--- src/rtl/mult_pkg.sv ---
`timescale 1ns/1ps
`default_nettype none
// ============================================================================
// Module      : mult_pkg
// Description : Constants shared by the shift-add multiplier control path,
//               its datapath and the iteration counter.
// Revision    : 1.0 - initial release
// ============================================================================
package mult_pkg;

    // One multiply takes 2**MULT_CNT_WIDTH iterations.
    localparam int MULT_CNT_WIDTH = 3;

endpackage : mult_pkg
`default_nettype wire

--- src/rtl/mult_counter.sv ---
`timescale 1ns/1ps
`default_nettype none
// ============================================================================
// Module      : mult_counter
// Description : Iteration counter for the shift-add multiplier control path.
//               A load restarts a WIDTH-bit up-count from zero. The count
//               saturates at all ones, where K flags the final iteration.
//               The count then holds until the next load.
// Ports       : clk   - rising-edge clock
//               rst_n - asynchronous active-low reset (forces count to all ones)
//               load  - synchronous restart request
//               K     - terminal flag, high when the count is all ones
//               count - current count value (present only when the macro
//                       MULT_COUNTER_COUNT_EN is defined)
// Config      : MULT_COUNTER_COUNT_EN - exposes the internal count on 'count'
// Revision    : 1.0 - initial release
// ============================================================================
module mult_counter
    import mult_pkg::*;
#(
    parameter int WIDTH = MULT_CNT_WIDTH
) (
    input  logic             clk,
    input  logic             rst_n,
    input  logic             load,
`ifdef MULT_COUNTER_COUNT_EN
    output logic [WIDTH-1:0] count,
`endif
    output logic             K
);

    localparam logic [WIDTH-1:0] c_all_ones = '1;
    localparam logic [WIDTH-1:0] c_one      = WIDTH'(1);

    // Iteration count. Resets to all ones so the block reads as idle/done.
    logic [WIDTH-1:0] cont;

    // Load beats counting; at all ones the increment is never applied, so
    // the count saturates instead of wrapping back to zero.
    always_ff @(posedge clk or negedge rst_n) begin
        if (!rst_n) begin
            cont <= c_all_ones;
        end else if (load) begin
            cont <= '0;
        end else if (cont != c_all_ones) begin
            cont <= cont + c_one;
        end
    end

    // Terminal flag depends on the count only, never directly on load.
    assign K = &cont;

`ifdef MULT_COUNTER_COUNT_EN
    assign count = cont;
`endif

endmodule : mult_counter
`default_nettype wire

--- config.mk ---
export PLATFORM = sky130hd
export DESIGN_NAME = mult_counter
export DESIGN_NICKNAME = d
export VERILOG_FILES = /design/src/rtl/mult_pkg.sv /design/src/rtl/mult_counter.sv
export SDC_FILE = /design/constraint.sdc
export NUM_CORES = 1
export LEC_CHECK = 0
export ABC_AREA = 1
export BUFFER_PORTS_ARGS = -buffer_cell sky130_fd_sc_hd__buf_2
export CAP_MARGIN = 20
export CORE_AREA = 2 2 39 41
export CTS_BUF_LIST = sky130_fd_sc_hd__clkbuf_4 sky130_fd_sc_hd__clkbuf_8
export DETAILED_ROUTE_END_ITERATION = 12
export DIE_AREA = 0 0 41 43
export HOLD_SLACK_MARGIN = 0.15
export SLEW_MARGIN = 20
export SYNTH_ARGS = -nofsm -noshare
export SYNTH_HDL_FRONTEND = slang
export SYNTH_SLANG_ARGS = --single-unit
--- constraint.sdc ---
create_clock -name clk -period 1.1 [get_ports clk]
set_input_delay 0 -clock clk [delete_from_list [all_inputs] [get_ports clk]]
set_output_delay 0 -clock clk [all_outputs]
set_load 0.02 [all_outputs]
**Word level (Yosys, flattened, before mapping)**

Cells that the tools add are included.

- Output and inout bits: 1
- Word-level logic and storage cells: 7
- Input bits: 3
- Register bits after elaboration: 3

- Reductions and logical operators: 2
- Add/subtract/negate cells: 1
- Muxes and demuxes: 2
- Eq/ne operators: 1

Operators by type and width:

| cell | number |
|---|---|
| 2-to-1 mux 3 bit | 2 |
| adder 3 x 1 -> 3 bit (second input constant) | 1 |
| inequality test 3 bit (second input constant) | 1 |
| AND reduction 3 bit | 1 |
| nonzero test 2 bit | 1 |

**Depth between registers and ports, before layout**

Gate-level depths: netlist (run 1).

- Word-level depth: 3
- Depth in mapped cells: 5
- Depth with buffers taken out: 5

**Least setup slack after synthesis (run 1)**

Ideal clock, no wire load.

- Path kind: register to register
- From: register cont[0]
- To: register cont[0]
- Library setup time: 0.076 ns
- Clock period less this slack: 1.252 ns
- Cell stages (with the launch flop): 6
- Data arrival time: 1.176 ns
- Path slack: -0.152 ns
- Path buffers: 0
- Required time: 1.024 ns
- Path through: dfstp_2 > ha_1 > ha_1 > inv_2 > nand3_1 > nand2_1

- Cells in the longest elaborated chain, start to end: 3
- Elaborated cells between the ends (all ways): 5
- Those cells by class: 1 x add/sub; 1 x eq/ne; 2 x mux; 1 x reduce/logical

Ends and longest elaborated chain:

| element | RTL line | source |
|---|---|---|
| start, declared | mult_counter.sv:36 | `logic [WIDTH-1:0] cont;` |
| start signal, assigned | mult_counter.sv:42 | `cont <= c_all_ones;` |
| start signal, assigned | mult_counter.sv:46 | `cont <= cont + c_one;` |
| adder 3 x 1 -> 3 bit | mult_counter.sv:46 |  |
| 2-to-1 mux 3 bit | mult_counter.sv:45 | `end else if (cont != c_all_ones) begin` |
| 2-to-1 mux 3 bit | mult_counter.sv:43 | `end else if (load) begin` |

Several ways; a longest one is shown, not always the timed one. The select of a mux whose other input is x is not followed.
A chain may end at the register's enable or synchronous reset.

**Final worst setup path (run 1)**

- From: register cont[0]
- To: output K

- Cells in the longest elaborated chain, start to end: 1

Ends and longest elaborated chain:

| element | RTL line | source |
|---|---|---|
| AND reduction 3 bit | mult_counter.sv:51 | `assign K = &cont;` |
| end, declared | mult_counter.sv:29 | `output logic K` |

Every way passes these cells.

==> results.yml, run 1 <==
timing:
  timing.slew.headroom: 0.902
  max_slew.worst_pin.slew_ps: 146
  hold-worst-slack_ps: 261
  worst_clock_skew_ps: 2.03
  finalWorstPathRequiredPeriod_ps: 1170
  total_setup_violations_reported_at_the_end_of_the_flow: 4
  unrepaired_setup_endpoints_after_global_routing: "true"
  finalHoldViolCount: 0
  slew_viol_final: 0
  finalCritPeriodShare: 1.07
  max_clk_rate_ghz: 0.851
  timing.final.ws_setup_ps: -74.9
global_route:
  met3_grt_util: 0.0157
  grt_busiest_layer: "met4"
  grt_remaining_overflow: 0
  via_count_of_the_first_global_routing_pass: 145
  first_pass_grt_wire_length_um: 510
  pin_count_of_the_biggest_net_entering_global_routing: 7
  use_met1: 0.0485
  globalRouteMet2Util: 0.0625
  groute.usage.overall: 0.0503
  antenna_found_initial: 0
cells_and_area:
  utilization: 0.208
  post_route_cells_drive_above_1_share: 0.536
  largest_reg_flops: 3
  registers.top_by_ff_count: "cont"
  layout.nets: 34
  final_cell_count_no_fill: 44
  n_antenna_cell: 0
  layout-area-overhead-vs-synth_pct: 84.0
  fillCellCount: 154
  layout.cell_area.non_filler_sq_um: 288
  biggestRegsByFlops: "cont x3"
min_path:
  hold_path_class: "input pin to async pin"
run_status:
  outcome: "finished, violations left"
  violated_checks: "setup timing"
placed_design:
  placement.cell_area_sq_um: 216
  gp_congestion: 0.525
  place_worst_setup_slack_ps: -11.4
  place.detailed.instances: 36
  place.port_buffers: 3
setup_path:
  crit_path_max_fanout: 4
  timing.critical_path.slowest_cell_delay_ps: 550
  critPathSlowestCell: "sky130_fd_sc_hd__dfstp_2"
  crit_path_end_kind: "primary output"
  timing.critical_path.required_ps: 1100
  worst-endpoint-arrival_ps: 1170
  setup.worst_path.start_class: "flop"
  setup.worst_path.class: "flop to primary output"
  worst_path_most_repeated_cell: "sky130_fd_sc_hd__ha_4"
  critical_path.cell_chain: "ha_4, ha_4, buf_6"
floorplan:
  floorplan.die.height_um: 43
  core_area_sq_um: 1380
  chipWidth_um: 41
  boundaryPins: 4
  floorplan.die_area_sq_um: 1760
  starting_density_of_the_core: 0.113
  row_count: 14
detailed_routing:
  postRouteAntennaNets: 0
  totalWireLength_um: 301
  routed_via_density: 3.27
  wire_per_inst_um: 6.84
  dr_total_vias: 144
  drt_first_iter_violations: 0
  drc_errors: 0
  drt_pre_antenna_iters: 1
clock_network:
  clkLatencyLatePin_ps: 230
  cts_made_buffers: 3
  clkSinkCount: 3
  cts.path.max_buffers: 2
  path_clk_slew_ps: 40
  tritoncts_clock_tree: "yes"
  htree_levels: 1
  clk_root_buffer_cell: "sky130_fd_sc_hd__clkbuf_4"
logic_synthesis:
  post-synth-top-area-cell: "sky130_fd_sc_hd__dfstp_2"
  synth_cells: 17
  mappedNetlistArea_sq_um: 156
  ys_ff_latch: 3
  netlist_cell_types: 6
  synth_sequential_area_ratio: 0.504
  synth.area.top_cells: "sky130_fd_sc_hd__dfstp_2 (50%), sky130_fd_sc_hd__nand3_1 (19%), sky130_fd_sc_hd__ha_1 (16%)"
  synth_fp_nets: 22
  synth-warning-count: 0
  post-synth-top-area-fraction: 0.504
  syn-mean-instance-area_sq_um: 9.20
power:
  leakage_power_nw: 0.133
  irDropWorstVdd_uv: 355
  cellPowerDensity_nw_per_um2: 1360
job:
  maxCapViolations: 0
## placed cells by master (no fill, tap or decap), drive strengths merged
cell,instances
nand3,6
buf,5
clkbuf,4
nand2,3
dfstp,3
inv,3
ha,2
dlygate4sd3,2
## cells by family after synthesis
kind of cell / after synthesis / synth area share
simple gates: 9 / 0.264
flops: 3 / 0.504
buf+inv: 3 / 0.0720
fa+ha+maj: 2 / 0.160
## metrics by stage
| step | TNS [ps] | total power [mW] |
|---|---|---|
| 2_1_floorplan | 0 | 0.161 |
| 3_3_place_gp | 0 | 0.170 |
| 3_5_place_dp | -16.4 | 0.173 |
| 4_1_cts | -202 | 0.408 |
| 5_1_grt | -393 | 0.424 |
| 6_report | -155 | 0.391 |
## critical path, delay by kind of cell, from the launching register on
kind / cells / cell delay [ps]
buffers and inverters: 1 / 110
adder cells (fa/ha/maj): 2 / 280
flip-flops: 1 / 550
## layout make-up
class | instances | area (sq um) | area share
Multi-Input combinational cell | 11 | 91.3 | 0.317
Sequential cell | 3 | 78.8 | 0.274
Timing Repair Buffer | 7 | 56.3 | 0.196
Clock buffer | 4 | 30.0 | 0.104
Tap cell | 16 | 20.0 | 0.0696
Inverter | 3 | 11.3 | 0.0391
## metal layers
metal,share of wire,vias up,wire length (um)
met5,0,-,0
met4,0,0,0
met3,0.086,0,26
met2,0.49,4,148
met1,0.42,62,126
li1,-,78,-
## where the power goes
part,switching [mW],internal (mW),leakage [nW]
clock,0.0534,0.160,0.0184
sequential,0.00997,0.128,0.0312
combinational,0.0166,0.0225,0.0834
## synth_stat cells
library cell              n
sky130_fd_sc_hd__ha_1     2
sky130_fd_sc_hd__nand3_1  6
sky130_fd_sc_hd__inv_2    1
sky130_fd_sc_hd__nand2_1  3
sky130_fd_sc_hd__dfstp_2  3
sky130_fd_sc_hd__inv_1    2
## what timing repair did
action                     in CTS  in global routing
hold endpoints to repair        6                  0
pin swaps                       4                  1
buffers inserted                1                  1
hold buffers                    2                  0
setup endpoints to repair       4                  4
resized for setup               2                  0
## path summary, 6_finish.rpt
kind / from / endpoint / cells after the start / slack, ps
max reg2reg: cont[0]$_DFFE_PN1P_ / cont[0]$_DFFE_PN1P_ / 5 / -40
min: rst_n / cont[2]$_DFFE_PN1P_ / 2 / 260
max: cont[0]$_DFFE_PN1P_ / K / 3 / -70
min in group clk: cont[1]$_DFFE_PN1P_ / cont[1]$_DFFE_PN1P_ / 2 / 500
max in group asynchronous: rst_n / cont[1]$_DFFE_PN1P_ / 2 / 820
min reg2reg: cont[1]$_DFFE_PN1P_ / cont[1]$_DFFE_PN1P_ / 2 / 500
(Power assumes the default switching activity.)
==> run 2: changes to the inputs <==
Settings changed: PLACE_DENSITY_LB_ADDON from default to 0.08, SETUP_SLACK_MARGIN from default to 0.4.
==> run 2 against run 1 <==
  * The run still ends with setup timing left
  * Clock power is essentially flat
  * Via count grew 8.3%
  * Register-to-register slack lost 20 ps
  * Fmax shrank 1.1%
  * Setup slack lost 13 ps
  * Combinational power grew 31%
  * Clock-buffer cell count is the same
  * Critical path depth is the same
  * Largest cell class unchanged
  * Highest routed layer unchanged
==> results.yml, run 2 (synthesized netlist as in run 1, its figures left out) <==
clock_network:
  tritoncts_clock_tree: "yes"
  clk_root_buffer_cell: "sky130_fd_sc_hd__clkbuf_4"
  clkLatencyLatePin_ps: 230
  path_clk_slew_ps: 40
  cts.path.max_buffers: 2
  cts_hold_buf: 1
  clkSinkCount: 3
  htree_levels: 1
  cts_made_buffers: 3
cells_and_area:
  final_cell_mix: "sky130_fd_sc_hd__clkbuf_4 (4), sky130_fd_sc_hd__nand3_2 (3), sky130_fd_sc_hd__nand3_1 (3), sky130_fd_sc_hd__dfstp_2 (3)"
  post_route_cells_drive_above_1_share: 0.714
  biggestRegsByFlops: "cont x3"
  layout.nets: 34
  layout.cell_area.non_filler_sq_um: 320
  layout-area-overhead-vs-synth_pct: 105
  layout_commonest_cell: "sky130_fd_sc_hd__clkbuf_4"
  n_antenna_cell: 0
  registers.top_by_ff_count: "cont"
  largest_reg_flops: 3
  fillCellCount: 161
  utilization: 0.231
min_path:
  worstHoldStart: "load"
  hold_path_class: "input pin to flop"
  timing.hold.worst_path_depth: 4
  hold_end: "cont[1]$_DFFE_PN1P_"
timing:
  slew_viol_final: 0
  finalCritPeriodShare: 1.08
  unrepaired_setup_endpoints_after_global_routing: "true"
  timing.final.ws_setup_ps: -87.8
  finalWorstPathRequiredPeriod_ps: 1190
  max_slew.worst_pin.slew_ps: 214
  finalHoldViolCount: 0
  max_clk_rate_ghz: 0.842
  worst_clock_skew_ps: 2.75
  timing.slew.headroom: 0.857
  total_setup_violations_reported_at_the_end_of_the_flow: 4
placed_design:
  place.port_buffers: 3
  gp_congestion: 0.641
  placement.cell_area_sq_um: 241
  place_worst_setup_slack_ps: -0.850
  post-dp-hpwl_um: 285
setup_path:
  reg2reg_from: "cont[0]$_DFFE_PN1P_"
  worst-endpoint-arrival_ps: 1190
  crit_path_end_kind: "primary output"
  timing.critical_path.required_ps: 1100
  setup_slack_of_the_worst_register_to_register_path_ps: -60
  setup.worst_path.start_class: "flop"
  rr_worst_depth: 6
  setup.worst_path.class: "flop to primary output"
  crit_path_max_fanout: 4
  r2r-end: "cont[0]$_DFFE_PN1P_"
  crit_path_start: "cont[0]$_DFFE_PN1P_"
run_status:
  outcome: "finished, violations left"
  violated_checks: "setup timing"
floorplan:
  starting_density_of_the_core: 0.113
  core_area_sq_um: 1380
  boundaryPins: 4
  row_count: 14
  floorplan.die_area_sq_um: 1760
  chipWidth_um: 41
  floorplan.die.height_um: 43
detailed_routing:
  drt_first_iter_violations: 1
  totalWireLength_um: 358
  dr_total_vias: 156
  drc_errors: 0
  postRouteAntennaNets: 0
  drt_pre_antenna_iters: 2
  wire_per_inst_um: 8.14
  routed_via_density: 3.55
global_route:
  grt_remaining_overflow: 0
  pin_count_of_the_biggest_net_entering_global_routing: 7
  antenna_found_initial: 0
  first_pass_grt_wire_length_um: 627
  groute.usage.overall: 0.0562
  via_count_of_the_first_global_routing_pass: 181
power:
  irDropWorstVdd_uv: 395
  cellPowerDensity_nw_per_um2: 1260
  leakage_power_nw: 0.143
job:
  maxCapViolations: 0
==> run 2: power breakdown <==
group | internal [mW] | switching [mW]
registers | 0.128 | 0.00959
logic | 0.0296 | 0.0218
clock network | 0.160 | 0.0547
==> run 2: how the worst max path moves through the flow <==
stage                                to  slack (ps)  cells past startpoint
floorplan           cont[0]$_DFFE_PN1P_          10                      5
global placement    cont[0]$_DFFE_PN1P_          -9                      5
detailed placement  cont[0]$_DFFE_PN1P_        -0.9                      5
CTS                                   K        -100                      3
global route                          K        -130                      3
finish                                K         -90                      3
==> run 2: worst max-delay path: stages (launching register included) <==
cell                      delay, ps
sky130_fd_sc_hd__dfstp_2        550
sky130_fd_sc_hd__ha_4           140
sky130_fd_sc_hd__ha_4           150
sky130_fd_sc_hd__buf_6          120
==> run 2: final cells by class <==
| type | count | area, sq um | share of cell area |
|---|---|---|---|
| Multi-Input combinational cell | 11 | 109 | 0.340 |
| Sequential cell | 3 | 78.8 | 0.246 |
| Timing Repair Buffer | 7 | 66.3 | 0.207 |
| Clock buffer | 4 | 30.0 | 0.0938 |
| Tap cell | 16 | 20.0 | 0.0625 |
| Inverter | 3 | 16.3 | 0.0508 |
==> run 2: metrics by stage <==
step                TNS, ps  power [mW]  std cells  hold WS (ps)
floorplan                 0       0.170         17          -148
global placement      -8.83       0.185         37         -27.5
detailed placement   -0.850       0.186         37         -21.6
CTS                    -271       0.421         44          73.5
global route           -415       0.438         44           112
finish                 -239       0.404         44          78.9
==> run 2: timing repair <==
action	in CTS	in global routing
endpoints found under the hold margin	6	3
resized for setup	4	0
setup endpoints to repair	4	4
buffers inserted	2	0
pin swaps	2	2
cloned	0	0
==> run 2: routing by layer <==
metal	vias to the layer above	GRT usage	part of all wire
met3	0	0.0209	0.059
met5	-	0	0
met4	0	0.0600	0
li1	78	-	-
met2	3	0.0906	0.57
met1	75	0.0450	0.37
==> run 3: changes to the inputs <==
==> constraint.sdc (replaced) <==
create_clock -name clk -period 1.1 [get_ports clk]
set_input_delay 0.11 -clock clk [delete_from_list [all_inputs] [get_ports clk]]
set_output_delay 0.11 -clock clk [all_outputs]
set_load 0.02 [all_outputs]
==> run 3 against run 2 <==
  * The flow still finishes with violations (setup timing)
  * Non-clock buffer count down 1
  * Via count down 7.1%
  * Setup slack worse by 64 ps
==> results.yml, run 3 (synthesized netlist as in run 1, its figures left out) <==
cells_and_area:
  layout-area-overhead-vs-synth_pct: 88.8
  registers.top_by_ff_count: "cont"
  biggestRegsByFlops: "cont x3"
  layout.nets: 33
  n_antenna_cell: 0
  fillCellCount: 154
  final_cell_count_no_fill: 43
  post_route_cells_drive_above_1_share: 0.667
  largest_reg_flops: 3
  final_cell_mix: "sky130_fd_sc_hd__clkbuf_4 (4), sky130_fd_sc_hd__nand3_2 (3), sky130_fd_sc_hd__nand3_1 (3), sky130_fd_sc_hd__nand2_1 (3), sky130_fd_sc_hd__dfstp_2 (3)"
  layout_commonest_cell: "sky130_fd_sc_hd__clkbuf_4"
run_status:
  outcome: "finished, violations left"
  violated_checks: "setup timing"
global_route:
  grt_remaining_overflow: 0
  antenna_found_initial: 0
  pin_count_of_the_biggest_net_entering_global_routing: 7
  groute.usage.overall: 0.0513
  first_pass_grt_wire_length_um: 524
  via_count_of_the_first_global_routing_pass: 133
detailed_routing:
  wire_per_inst_um: 7.63
  drt_first_iter_violations: 3
  totalWireLength_um: 328
  drt_pre_antenna_iters: 2
  drc_errors: 0
  routed_via_density: 3.37
  dr_total_vias: 145
  postRouteAntennaNets: 0
floorplan:
  row_count: 14
  chipWidth_um: 41
  floorplan.die.height_um: 43
  core_area_sq_um: 1380
  floorplan.die_area_sq_um: 1760
  boundaryPins: 4
  starting_density_of_the_core: 0.113
timing:
  max_clk_rate_ghz: 0.799
  slew_viol_final: 0
  unrepaired_setup_endpoints_after_global_routing: "true"
  total_setup_violations_reported_at_the_end_of_the_flow: 4
  finalHoldViolCount: 0
  max_slew.worst_pin.slew_ps: 209
  timing.final.ws_setup_ps: -151
  worst_clock_skew_ps: 0.622
  timing.slew.headroom: 0.861
  finalCritPeriodShare: 1.14
  finalWorstPathRequiredPeriod_ps: 1250
clock_network:
  tritoncts_clock_tree: "yes"
  path_clk_slew_ps: 40
  htree_levels: 1
  cts_made_buffers: 3
  clkSinkCount: 3
  clkLatencyLatePin_ps: 230
  cts.path.max_buffers: 2
  clk_root_buffer_cell: "sky130_fd_sc_hd__clkbuf_4"
setup_path:
  timing.critical_path.required_ps: 990
  rr_worst_depth: 6
  worst-endpoint-arrival_ps: 1140
  crit_path_max_fanout: 2
  setup.worst_path.class: "flop to primary output"
  crit_path_end_kind: "primary output"
  setup.worst_path.start_class: "flop"
placed_design:
  place.port_buffers: 3
  place.detailed.instances: 37
  gp_congestion: 0.676
power:
  leakage_power_nw: 0.134
  total_power_of_the_final_layout_mw: 0.405
  cellPowerDensity_nw_per_um2: 1370
  irDropWorstVdd_uv: 523
min_path:
  hold_path_class: "input pin to flop"
  timing.hold.worst_path_depth: 4
job:
  maxCapViolations: 0
==> run 3: changes by cell type in the layout (fill, tap and decap cells not counted) <==
cell / previous run / this run
sky130_fd_sc_hd__buf_12: 1 / 0
sky130_fd_sc_hd__inv_4: 0 / 1
sky130_fd_sc_hd__inv_6: 1 / 0
sky130_fd_sc_hd__nand2_1: 2 / 3
sky130_fd_sc_hd__nand2_2: 1 / 0
==> run 3: path summary, 6_finish.rpt <==
| kind | slack (ps) | endpoint | startpoint |
|---|---|---|---|
| max in group asynchronous | 700 | cont[2]$_DFFE_PN1P_ | rst_n |
| hold reg to reg | 500 | cont[1]$_DFFE_PN1P_ | cont[1]$_DFFE_PN1P_ |
| setup reg to reg | -60 | cont[2]$_DFFE_PN1P_ | cont[1]$_DFFE_PN1P_ |
| hold / removal | 180 | cont[0]$_DFFE_PN1P_ | load |
| setup / recovery | -150 | K | cont[1]$_DFFE_PN1P_ |
| min in group asynchronous | 370 | cont[0]$_DFFE_PN1P_ | rst_n |
==> run 3: area by class of cell <==
cell class                      count  area [sq um]  share of cell area
Tap cell                           16          20.0              0.0678
Inverter                            3          13.8              0.0466
Timing Repair Buffer                6          46.3               0.157
Multi-Input combinational cell     11           106               0.360
Sequential cell                     3          78.8               0.267
Clock buffer                        4          30.0               0.102
==> run 3: worst max-delay path, stage by stage, from the launching register on <==
cell and delay, ps:
sky130_fd_sc_hd__dfstp_2 540, sky130_fd_sc_hd__ha_4 140, sky130_fd_sc_hd__ha_4 120, sky130_fd_sc_hd__buf_6 110
==> run 3: timing repair <==
item,in CTS,in global routing
buffers inserted,1,0
resized for setup,2,0
hold buffers,1,0
hold endpoints to repair,3,0
setup endpoints to repair,4,4
pin swaps,1,2
==> run 3: stage by stage <==
| step | setup slack [ps] | instance area [sq um] | hold WS [ps] | utilization | TNS, ps |
|---|---|---|---|---|---|
| finish | -151 | 295 | 184 | 0.213 | -322 |
| global route | -195 | 295 | 186 | 0.213 | -538 |
| CTS | -168 | 295 | 180 | 0.213 | -369 |
| detailed placement | -28.9 | 241 | 84.6 | 0.175 | -28.9 |
| global placement | -32.0 | 241 | 84.1 | 0.175 | -32.0 |
| floorplan | 14.2 | 199 | -37.8 | - | 0 |
==> run 3: power breakdown <==
part | switching [mW] | internal [mW]
Sequential | 0.00951 | 0.128
Clock | 0.0560 | 0.160
Combinational | 0.0218 | 0.0292
Total | 0.0873 | 0.317
==> run 3: per-layer routing <==
metal  wire length [um]  GRT usage  part of all wire  vias up
li1                   -          -                 -       77
met1                138     0.0548              0.42       65
met2                176     0.0594              0.54        3
met3                 14     0.0157             0.043        0
met4                  0     0.0800                 0        0
met5                  0          0                 0        -
